File: config.mk
export PLATFORM = sky130hd
export DESIGN_NAME = fpq_scan_ctrl
export DESIGN_NICKNAME = d
export VERILOG_FILES = /design/src/rtl/fpq_pkg.sv /design/src/rtl/fpq_lz_mask.sv /design/src/rtl/fpq_scan_ctrl.sv
export SDC_FILE = /design/constraint.sdc
export NUM_CORES = 1
export LEC_CHECK = 0
export ABC_AREA = 1
export CAP_MARGIN = 0
export CORE_MARGIN = 4
export CORE_UTILIZATION = 40
export CTS_BUF_LIST = sky130_fd_sc_hd__clkbuf_4
export DETAILED_ROUTE_END_ITERATION = 8
export PLACE_DENSITY_LB_ADDON = 0.08
export SLEW_MARGIN = 20
export SYNTH_ARGS = -nofsm -noshare
export SYNTH_HDL_FRONTEND = slang
export SYNTH_HIERARCHICAL = 1
export SYNTH_SLANG_ARGS = --single-unit
File: constraint.sdc
create_clock -name clk -period 1.8 [get_ports clk]
set_clock_uncertainty 0.05 [all_clocks]
set_input_delay 0.36 -clock clk [delete_from_list [all_inputs] [get_ports clk]]
set_output_delay 0.36 -clock clk [all_outputs]
set_load 0.01 [all_outputs]
File: src/rtl/fpq_pkg.sv
`default_nettype none
// ============================================================================
// Module   : fpq_pkg
// Purpose  : Shared types and constants for the 4-digit display scan slice.
// Revision : 1.0 - initial release
// ============================================================================
package fpq_pkg;

    // Scan FSM: all digits dark (anti-ghost gap) or one digit driven.
    typedef enum logic [0:0] {
        S_BLANK = 1'b0,
        S_DRIVE = 1'b1
    } state_t;

    localparam int         DIGITS  = 4;
    localparam logic [3:0] DIG_OFF = 4'b1111;

    // Extract BCD digit idx (0 = least significant) from a packed 4-digit word.
    function automatic logic [3:0] get_digit(input logic [15:0] word, input logic [1:0] idx);
        return word[{idx, 2'b00} +: 4];
    endfunction

endpackage
`default_nettype wire

File: src/rtl/fpq_lz_mask.sv
`default_nettype none
// ============================================================================
// Module   : fpq_lz_mask
// Purpose  : Leading-zero mask. Bit k (k=1..3) is set when digits k..3 are all
//            zero; bit 0 is never set so a value of zero still shows one digit.
//            Non-BCD nibbles (A..F) count as non-zero.
// Revision : 1.0 - initial release
// ============================================================================
module fpq_lz_mask
    import fpq_pkg::*;
(
    input  logic [15:0] bcd,
    output logic [3:0]  mask
);

    logic zero_run;
    // The least significant digit never takes part in the decision.
    logic unused_lsd;
    assign unused_lsd = ^bcd[3:0];

    // Walk from the most significant digit down, tracking an unbroken run of zeros.
    always_comb begin
        mask     = '0;
        zero_run = 1'b1;
        for (int k = DIGITS - 1; k >= 1; k--) begin
            zero_run = zero_run & (bcd[4*k +: 4] == 4'd0);
            mask[k]  = zero_run;
        end
    end

endmodule
`default_nettype wire

File: src/rtl/fpq_scan_ctrl.sv
`default_nettype none
// ============================================================================
// Module   : fpq_scan_ctrl
// Purpose  : Time-multiplexed 4-digit display scan controller. Steps digit
//            position on a scan tick with a blank gap between digits, applies
//            optional leading-zero suppression, and steps a display page on a
//            key pulse. All outputs are registered.
// Revision : 1.0 - initial release
// ============================================================================
module fpq_scan_ctrl
    import fpq_pkg::*;
#(
    parameter int BLANK_CYC   = 8,
    parameter int PAGES       = 4,
    parameter int LZ_SUPPRESS = 1
) (
    input  logic        clk,
    input  logic        rst,
    input  logic        en,
    input  logic        tick,
    input  logic        key_pulse,
    input  logic [15:0] bcd,
    output logic [1:0]  addr,
    output logic [1:0]  page,
    output logic [3:0]  dig_n,
    output logic [3:0]  nib,
    output logic        frame_done
);

    state_t      state, state_nxt;
    logic [7:0]  cnt, cnt_nxt;
    logic [1:0]  addr_nxt, page_nxt;
    logic [3:0]  dig_n_nxt, nib_nxt;
    logic        frame_done_nxt;
    logic [1:0]  addr_inc, page_inc;
    logic [3:0]  lz_mask, sup_mask;

    fpq_lz_mask u_lz_mask (
        .bcd  (bcd),
        .mask (lz_mask)
    );

    assign sup_mask = lz_mask & {4{LZ_SUPPRESS != 0}};

    // State, counters and registered outputs.
    always_ff @(posedge clk) begin
        if (rst) begin
            state      <= S_BLANK;
            cnt        <= '0;
            addr       <= '0;
            page       <= '0;
            dig_n      <= DIG_OFF;
            nib        <= '0;
            frame_done <= 1'b0;
        end else begin
            state      <= state_nxt;
            cnt        <= cnt_nxt;
            addr       <= addr_nxt;
            page       <= page_nxt;
            dig_n      <= dig_n_nxt;
            nib        <= nib_nxt;
            frame_done <= frame_done_nxt;
        end
    end

    // Next-state logic: key restart beats disable, which beats normal scanning.
    always_comb begin
        state_nxt      = state;
        cnt_nxt        = cnt;
        addr_nxt       = addr;
        page_nxt       = page;
        dig_n_nxt      = dig_n;
        nib_nxt        = nib;
        frame_done_nxt = 1'b0;
        addr_inc       = addr + 2'd1;
        page_inc       = (page == 2'(PAGES - 1)) ? 2'd0 : page + 2'd1;

        if (key_pulse) begin
            // Page step restarts the scan at digit 0; a same-cycle tick is dropped.
            page_nxt  = page_inc;
            addr_nxt  = 2'd0;
            state_nxt = S_BLANK;
            cnt_nxt   = '0;
            dig_n_nxt = DIG_OFF;
            nib_nxt   = get_digit(bcd, 2'd0);
        end else if (!en) begin
            // Held dark at digit 0 with the gap counter parked, so re-enable
            // always starts with a full blank gap.
            addr_nxt  = 2'd0;
            state_nxt = S_BLANK;
            cnt_nxt   = '0;
            dig_n_nxt = DIG_OFF;
            nib_nxt   = get_digit(bcd, 2'd0);
        end else begin
            case (state)
                S_BLANK: begin
                    if (cnt == 8'(BLANK_CYC - 1)) begin
                        state_nxt = S_DRIVE;
                        dig_n_nxt = sup_mask[addr] ? DIG_OFF : (DIG_OFF ^ (4'b0001 << addr));
                    end else begin
                        cnt_nxt = cnt + 8'd1;
                    end
                end
                S_DRIVE: begin
                    if (tick) begin
                        state_nxt      = S_BLANK;
                        cnt_nxt        = '0;
                        dig_n_nxt      = DIG_OFF;
                        addr_nxt       = addr_inc;
                        nib_nxt        = get_digit(bcd, addr_inc);
                        frame_done_nxt = (addr == 2'd3);
                    end
                end
                default: begin
                    state_nxt = S_BLANK;
                    cnt_nxt   = '0;
                end
            endcase
        end
    end

endmodule
`default_nettype wire

==> impl_metrics.json, run 1 <==
{
  "grt_pass1_vias": 1282,
  "die_area_mm2": 0.00457,
  "syn_nets": 238,
  "ys_ff_latch": 22,
  "crit_required_ps": 1390,
  "path_max_fanout": 4,
  "gp_congestion": 0.847,
  "rsz0062_at_grt": "false",
  "rows": 21,
  "chipHeight_um": 67.6,
  "cpPeakStageDelay_ps": 530,
  "routed_wl_um": 3060,
  "r2r_start": "addr[0]",
  "antennaDiodeCount": 0,
  "post_cts_buffers": 0,
  "clockBufferDepth": 2,
  "worstSetupStartpointType": "flop",
  "synth.mux.area_fraction_pct": 0,
  "crit_type": "reg2out",
  "cp_cell_sequence": "buf_4 -> clkdlybuf4s50_1",
  "synth_ff_type": "dfxtp_1",
  "ctsHoldBuffers": 0,
  "cts_sinks": 22,
  "synth_area_mm2": 0.00142,
  "final-setup-viol-count": 0,
  "hold_viol": 0,
  "io_buffer_count": 33,
  "drc_errors": 0,
  "cp-startpoint": "addr[1]",
  "num_vias": 1333,
  "synth-compound-area-share_pct": 11.1,
  "globalRouteOverflowTotal": 0,
  "initial_core_util_pct": 41.9,
  "via_per_inst": 4.50,
  "crit_path_top_delay_cell": "clkdlybuf4s50_1",
  "antenna_found_initial": 0,
  "synth_area_per_cell_um2": 6.74,
  "grt_pass1_wl_um": 5410,
  "dr.pass1.iters": 4,
  "cts_resized": 0,
  "cts_tree": "built",
  "period_minus_slack_ps": 1720,
  "yosys.area_share.adder_pct": 5.28,
  "multiInputGateArea_um2": 828,
  "core_area_mm2": 0.00339,
  "cts.htree.levels": 1,
  "die_w_um": 67.6,
  "drv_cap": 0,
  "path_clk_slew_ps": 120,
  "ys_types": 28,
  "syn_inst": 211,
  "slew_viol_final": 0,
  "cp-end-kind": "primary output",
  "post_drt_wl_per_cell_um": 10.3,
  "synth-xor-area-share_pct": 0,
  "timing.fmax_ghz": 0.583,
  "synth_simple_gate_area_share_pct": 41.6,
  "root_buffer": "clkbuf_4",
  "seqCellArea_um2": 440,
  "syn2layout_area_growth_pct": 29.9,
  "final_nets": 278,
  "grt_use_total_pct": 15.1,
  "synth_top_family_by_area": "simple AND/OR/NAND/NOR gates",
  "io_pins": 34,
  "cts_buffers": 3,
  "detail-route-antenna-nets": 0,
  "drive_gt1_share_pct": 16.0,
  "min_path_type": "reg2reg",
  "synthArstFlopShare_pct": 0,
  "ys_seq_area_share_pct": 31.0,
  "post-route-period-util_pct": 95.3,
  "total_leakage_power_nw": 0.821,
  "dpl.hpwl_um": 2420,
  "min_from": "cnt[7]",
  "power_density_mw_per_mm2": 478,
  "arrival_ps": 1310,
  "grt_max_degree": 14,
  "synth_edf_count": 0,
  "tns_ps": 0,
  "drtIter0Drc": 70,
  "yosys_warnings": 6,
  "clock_latency_ps": 300,
  "hold_ws_ps": 444,
  "fill_cells": 350,
  "run_status": "finished, final reports clean",
  "ir_worst_vdd_uv": 259
}
Yosys cell counts (2+ instances only):
master	count	area (um2)
ha_1	6	75.1
nand3b_1	2	15.0
nor2_1	18	67.6
o21ai_0	9	45.0
a21oi_2	5	43.8
nand4_1	2	12.5
nor2_2	5	31.3
a21oi_1	10	50.1
dfxtp_1	22	440
buf_4	2	15.0
inv_2	3	11.3
nand2_2	10	62.6
inv_1	27	101
nor3_1	2	10.0
nand2_1	48	180
nand3_1	27	135
o21ai_1	2	10.0
power breakdown:
part	leakage [nW]	switching [W]	total, W	internal [W]
registers	0.179	0.00000782	0.000507	0.000499
clock network	0.0154	0.000148	0.000229	0.0000808
logic	0.626	0.0000636	0.000147	0.0000832
routing by layer:
layer	routed length, um	GRT usage [%]	vias to the layer above	part of all wire [%]
met3	157	3.66	4	5.1
met1	1570	20.8	553	51
met5	0	0	-	0
li1	-	-	749	-
met4	39	4.56	0	1.3
met2	1290	23.1	27	42
cell families after synthesis:
group | Yosys count
buf+inv | 35
simple gates | 120
flops | 22
fa+ha+maj | 6
compound gates | 27
other cells | 1
critical path, delay by kind of cell, from the launching register on:
family	cells	cell delay (ps)
buffers and inverters	2	660
DFF	1	350
final timing paths:
| kind | to | slack (ps) | cells past startpoint |
|---|---|---|---|
| setup / recovery | addr[1] | 80 | 2 |
| hold / removal | cnt[7] | 440 | 2 |
| setup reg to reg | nib[0] | 240 | 6 |
| hold reg to reg | cnt[7] | 440 | 2 |
state kept, by name, indices dropped and copies added, names as in the netlist:
| signal | count |
|---|---|
| nib | 4 |
| cnt | 8 |
| dig_n | 4 |
| page | 2 |
| addr | 2 |
| state | 1 |
| frame_done | 1 |
placed cells by master, fill, tap and decap left out, types with 5 or more instances in the layout:
cell type / Yosys / routed
nand3_1: 27 / 27
a21oi_2: 5 / 5
dfxtp_1: 22 / 22
a21oi_1: 10 / 10
buf_4: 2 / 6
inv_1: 27 / 27
clkdlybuf4s50_1: 0 / 33
o21ai_0: 9 / 9
nor2_2: 5 / 5
ha_1: 6 / 6
nor2_1: 18 / 18
nand2_2: 10 / 10
nand2_1: 48 / 48
stage by stage:
| stage | instances | cell area, um2 | utilization [%] | setup slack [ps] | power (W) |
|---|---|---|---|---|---|
| 3_5_place_dp | 292 | 1820 | 53.7 | 90.8 | 0.000666 |
| 5_1_grt | 296 | 1850 | 54.5 | 28.2 | 0.000942 |
| 6_report | 296 | 1850 | 54.5 | 83.9 | 0.000883 |
| 2_1_floorplan | 211 | 1420 | - | 127 | 0.000582 |
| 3_3_place_gp | 292 | 1820 | 53.7 | 91.4 | 0.000666 |
| 4_1_cts | 296 | 1850 | 54.5 | 67.7 | 0.000898 |
cell type report:
type / count / area share, %
clock inverters: 1 / 0.203
clock buffers: 3 / 1.22
flip-flops and latches: 22 / 23.8
inverters: 31 / 6.44
repair buffers: 39 / 20.3
multi-input cells: 154 / 44.9
well taps: 46 / 3.12
No activity file was read; power rests on OpenSTA's default activity.
==> run 2: changes to the inputs <==
ABC_AREA = 0   (was 1)
CAP_MARGIN = unset   (was 0)
TNS_END_PERCENT = 1   (was unset)
==> impl_metrics.json, run 2 <==
{
  "total_leakage_power_nw": 0.629,
  "synth_ff_type": "dfxtp_1",
  "power_density_mw_per_mm2": 506,
  "synth_area_per_cell_um2": 9.02,
  "cpPeakStageDelay_ps": 540,
  "r2r_slack_ps": 20,
  "min_from": "nib[1]",
  "syn_inst": 133,
  "arrival_ps": 1970,
  "dpl.hpwl_um": 2420,
  "ys_seq_area_share_pct": 36.7,
  "final-setup-viol-count": 0,
  "post-route-period-util_pct": 99.4,
  "ir_worst_vdd_uv": 357,
  "r2r-end": "dig_n[2]",
  "use_met1_pct": 19.0,
  "top_regs": "cnt (8), dig_n (4), nib (4)",
  "grt_util_met2_pct": 28.2,
  "ys_ff_latch": 22,
  "root_buffer": "clkbuf_4",
  "ctsHoldBuffers": 0,
  "multiInputGateArea_um2": 721,
  "timing.fmax_ghz": 0.559,
  "io_pins": 34,
  "drive_gt1_share_pct": 20.4,
  "seqPwrFrac_pct": 58.5,
  "synthArstFlopShare_pct": 0,
  "cts_buffers": 3,
  "cts_tree": "built",
  "chipHeight_um": 62.8,
  "hold_viol": 0,
  "rows": 19,
  "synth.top_cell.area_share_pct": 36.7,
  "path_clk_slew_ps": 130,
  "yosysTopAreaCell": "dfxtp_1",
  "swShare_pct": 23.2,
  "drc_errors": 0,
  "post_cts_buffers": 0,
  "holdPathEnd": "nib[1]",
  "top_register": "cnt",
  "r2r_start": "cnt[3]",
  "die_area_mm2": 0.00394,
  "busiest_layer": "met2",
  "holdPathStages": 2,
  "clock_latency_ps": 300,
  "cp_cell_sequence": "clkdlybuf4s50_1 -> or4_4 -> nor3_2 -> mux4_2 -> nor3_4 -> a21oi_1",
  "dr.pass1.iters": 4,
  "comb_power_share_pct": 15.4,
  "slew_viol_final": 0,
  "final_cell_mix": "clkdlybuf4s50_1, dfxtp_1, buf_4",
  "ys_types": 31,
  "grt_pass1_vias": 1182,
  "place_inst": 208,
  "final_cell_count_no_fill": 212,
  "period_minus_slack_ps": 1790,
  "hold_ws_ps": 445,
  "crit_required_ps": 1980,
  "routed_wl_um": 2990,
  "run_status": "finished, final reports clean",
  "p_int_w": 0.000665,
  "grt_max_degree": 14,
  "post_drt_wl_per_cell_um": 14.1,
  "cp-end-kind": "flop",
  "clockBufferDepth": 2,
  "final_util_pct": 61.1,
  "drv_cap": 0,
  "core_area_mm2": 0.00281,
  "crit_path_top_delay_cell": "or4_4",
  "synth_area_mm2": 0.00120,
  "largest_reg_flops": 8,
  "gp_congestion": 0.843,
  "io_buffer_count": 33,
  "p_clk_share_pct": 26.1,
  "finalPower_w": 0.000866,
  "initial_core_util_pct": 42.8,
  "die_w_um": 62.8,
  "antennaDiodeCount": 0,
  "yosys_warnings": 6,
  "seqCellArea_um2": 442,
  "p_sw_w": 0.000201,
  "synth.top_cells.by_area": "dfxtp_1, mux4_2, ha_1",
  "globalRouteOverflowTotal": 0,
  "num_vias": 1158,
  "cts_sinks": 22,
  "synth_common_cells": "dfxtp_1, nand2_1, nor2_1",
  "path_max_fanout": 4,
  "min_path_type": "reg2reg",
  "final_nets": 209,
  "fill_cells": 264,
  "grtUsageMet3_pct": 2.88,
  "rsz0062_at_grt": "true",
  "grt_pass1_wl_um": 5130,
  "cts.htree.levels": 1,
  "synth_edf_count": 0,
  "final_common_cell": "clkdlybuf4s50_1",
  "worstSetupStartpointType": "input port",
  "crit_type": "in2reg",
  "reg2reg_depth": 4,
  "syn2layout_area_growth_pct": 42.8,
  "drtIter0Drc": 43,
  "syn_nets": 160,
  "via_per_inst": 5.46,
  "antenna_found_initial": 0,
  "detail-route-antenna-nets": 0,
  "grt_use_total_pct": 15.8,
  "yosysMostFrequentCell": "dfxtp_1"
}
-- run 2: cell types whose count changed in the layout (fill, tap and decap cells not counted), sizes merged, moves of 7 or more --
cell / previous run / this run
buf: 6 / 19
nor3: 2 / 9
nand2: 60 / 14
or4: 0 / 8
inv: 31 / 4
nor2: 25 / 13
nand3: 27 / 3
o21ai: 12 / 4
-- run 2: worst max path at each step --
stage / from / to / slack, ps / cells past startpoint
4_1_cts: cnt[3] / dig_n[2] / -5 / 4
3_5_place_dp: bcd[13] / dig_n[2] / -340 / 6
6_report: bcd[12] / dig_n[1] / 10 / 6
2_1_floorplan: addr[0] / nib[1] / 10 / 6
5_1_grt: cnt[3] / dig_n[3] / -40 / 4
3_3_place_gp: bcd[13] / dig_n[0] / -280 / 6
-- run 2: worst max-delay path: cells and delay by family --
family                 cells  cell delay (ps)
AO/OA/AOI/OAI              1              140
multiplexers               1              280
buffers and inverters      1              430
AND/OR/NAND/NOR            3              770
-- run 2: cell families after synthesis --
kind of cell / count (synthesis) / share of synthesized area [%]
compound gates: 24 / 12.1
xor+xnor: 3 / 2.19
fa+ha+maj: 6 / 6.26
buf+inv: 12 / 4.38
flops: 22 / 36.7
mux: 7 / 10.0
other cells: 1 / 0.313
simple gates: 58 / 28.1
-- run 2: cell type report --
class                   count  share of cell area, %
clock buffers               3                   1.31
clock inverters             1                  0.219
inverters                   4                  0.877
multi-input cells          99                   42.1
flip-flops and latches     22                   25.8
well taps                  31                   2.26
repair buffers             52                   27.5
-- run 2: power by group through the flow --
stage	registers (W)	logic, W	clock network (W)
2_1_floorplan	0.000522	0.0000413	0
3_5_place_dp	0.000518	0.000133	0
5_1_grt	0.000510	0.000145	0.000250
6_report	0.000507	0.000133	0.000226
4_1_cts	0.000507	0.000133	0.000238
3_3_place_gp	0.000517	0.000132	0
-- run 2: timing repair --
| action | in CTS | in global routing |
|---|---|---|
| pin swaps | 3 | 0 |
| setup endpoints to repair | 5 | 6 |
| gates resized for setup | 2 | 5 |
-- run 2: routing by layer --
layer / part of all wire [%] / vias up
met2: 52 / 30
met1: 43 / 545
li1: - / 581
met5: 0 / -
met3: 4.7 / 2
met4: 0.67 / 0
-- run 2: through the flow --
stage | TNS (ps) | setup WS [ps] | cell area (um2)
finish | 0 | 9.93 | 1710
global route | -149 | -44.9 | 1710
CTS | -5.37 | -5.37 | 1700
detailed placement | -1340 | -339 | 1670
global placement | -1100 | -277 | 1670
floorplan | 0 | 14.1 | 1210
==> run 3: changes to the inputs <==
ABC_AREA = 1   (was 0)
CAP_MARGIN = 20   (was unset)
CORE_MARGIN = unset   (was 4)
==> impl_metrics.json, run 3 (synthesis gave the netlist of run 1 again) <==
{
  "run_status": "finished, final reports clean",
  "post-route-period-util_pct": 94.8,
  "dr.pass1.iters": 5,
  "crit_type": "reg2out",
  "p_sw_w": 0.000225,
  "gp_congestion": 0.780,
  "io_buffer_count": 33,
  "crit_family": "buffers and inverters",
  "top_regs": "cnt (8), dig_n (4), nib (4)",
  "drc_errors": 0,
  "grt_use_total_pct": 17.3,
  "final-setup-viol-count": 0,
  "initial_core_util_pct": 42.3,
  "globalRouteOverflowTotal": 0,
  "crit_path_top_delay_cell": "clkdlybuf4s50_1",
  "antennaDiodeCount": 0,
  "drtIter0Drc": 50,
  "cp-end-kind": "primary output",
  "via_per_inst": 4.55,
  "path_buf_inv": 2,
  "worstSetupStartpointType": "flop",
  "final_common_cell": "nand2_1",
  "clockBufferDepth": 2,
  "min_path_type": "reg2reg",
  "detail-route-antenna-nets": 0,
  "final_cell_count_no_fill": 294,
  "syn2layout_area_growth_pct": 31.2,
  "rsz0062_at_grt": "false",
  "path_clk_slew_ps": 130,
  "total_leakage_power_nw": 0.842,
  "pre_cts_slack_ps": 67.9,
  "slew_viol_final": 0,
  "crit_required_ps": 1390,
  "swShare_pct": 21.9,
  "multiInputGateArea_um2": 828,
  "p_int_w": 0.000803,
  "tns_ps": 0,
  "cts.htree.levels": 1,
  "power_density_mw_per_mm2": 552,
  "drive_gt1_share_pct": 16.1,
  "grt_pass1_vias": 1196,
  "seqPwrFrac_pct": 49.1,
  "chipHeight_um": 61.6,
  "drv_cap": 0,
  "dpl.hpwl_um": 2260,
  "routed_wl_um": 2890,
  "hold_viol": 0,
  "p_clk_share_pct": 37.0,
  "comb_power_share_pct": 13.9,
  "die_w_um": 61.6,
  "arrival_ps": 1300,
  "final_cell_mix": "nand2_1, clkdlybuf4s50_1, inv_1, nand3_1, dfxtp_1",
  "rows": 21,
  "fill_cells": 343,
  "seqCellArea_um2": 444,
  "cp_cell_sequence": "buf_4 -> clkdlybuf4s50_1",
  "grt_max_degree": 14,
  "path_max_fanout": 4,
  "cts_tree": "built",
  "final_nets": 276,
  "period_minus_slack_ps": 1710,
  "cts_sinks": 22,
  "grt_pass1_wl_um": 4920,
  "place_inst": 290,
  "antenna_found_initial": 0,
  "post_drt_wl_per_cell_um": 9.82,
  "cts_buffers": 3,
  "ir_worst_vdd_uv": 352,
  "post_cts_buffers": 0,
  "top_register": "cnt",
  "setup_ws_ps": 93.4,
  "timing.fmax_ghz": 0.586,
  "largest_reg_flops": 8,
  "die_area_mm2": 0.00380,
  "cpPeakStageDelay_ps": 520,
  "core_area_mm2": 0.00336,
  "clock_latency_ps": 310,
  "io_pins": 34,
  "root_buffer": "clkbuf_4",
  "num_vias": 1339
}
[run 3: area by class of cell]
class | instances | area share (%)
Multi-Input combinational cell | 154 | 44.4
Sequential cell | 22 | 23.8
Timing Repair Buffer | 37 | 19.5
Inverter | 31 | 6.38
Tap cell | 46 | 3.09
Clock inverter | 1 | 1.61
Clock buffer | 3 | 1.21
[run 3: power by group through the flow]
stage	combinational (W)	clock [W]	sequential, W
after floorplan	0.0000596	0	0.000522
after global placement	0.000145	0	0.000519
after detailed placement	0.000144	0	0.000518
after CTS	0.000145	0.000387	0.000506
after global routing	0.000161	0.000412	0.000508
final	0.000143	0.000380	0.000505
[run 3: worst paths after layout]
path | from | to | slack [ps] | depth (start not counted)
setup / recovery | addr[1] | addr[1] | 90 | 2
setup reg to reg | addr[0] | nib[2] | 270 | 7
hold reg to reg | cnt[7] | cnt[7] | 450 | 2
hold / removal | cnt[7] | cnt[7] | 450 | 2
[run 3: stage by stage]
step / area, um2 / hold slack [ps] / total power [W] / utilization, %
floorplan: 1420 / 382 / 0.000582 / -
CTS: 1860 / 451 / 0.00104 / 55.4
finish: 1860 / 451 / 0.00103 / 55.4
detailed placement: 1810 / 431 / 0.000662 / 53.7
global placement: 1810 / 427 / 0.000664 / 53.7
global route: 1860 / 468 / 0.00108 / 55.4
[run 3: tightest hold or removal path, delay by kind of cell (launching register included)]
kind	cells	cell delay, ps
flops	1	350
simple gates	1	70
compound gates	1	50
[run 3: metal layers]
layer	global-route usage, %	wire (um)
met2	28.3	1250
met1	22.6	1490
met4	6.98	38
met3	3.15	110
met5	0	0
[run 3: timing repair]
action | CTS | global route
hold buffers | 0 | 0
endpoints found under the setup margin | 1 | 1
resized for setup | 2 | 1
endpoints found under the hold margin | 0 | 0
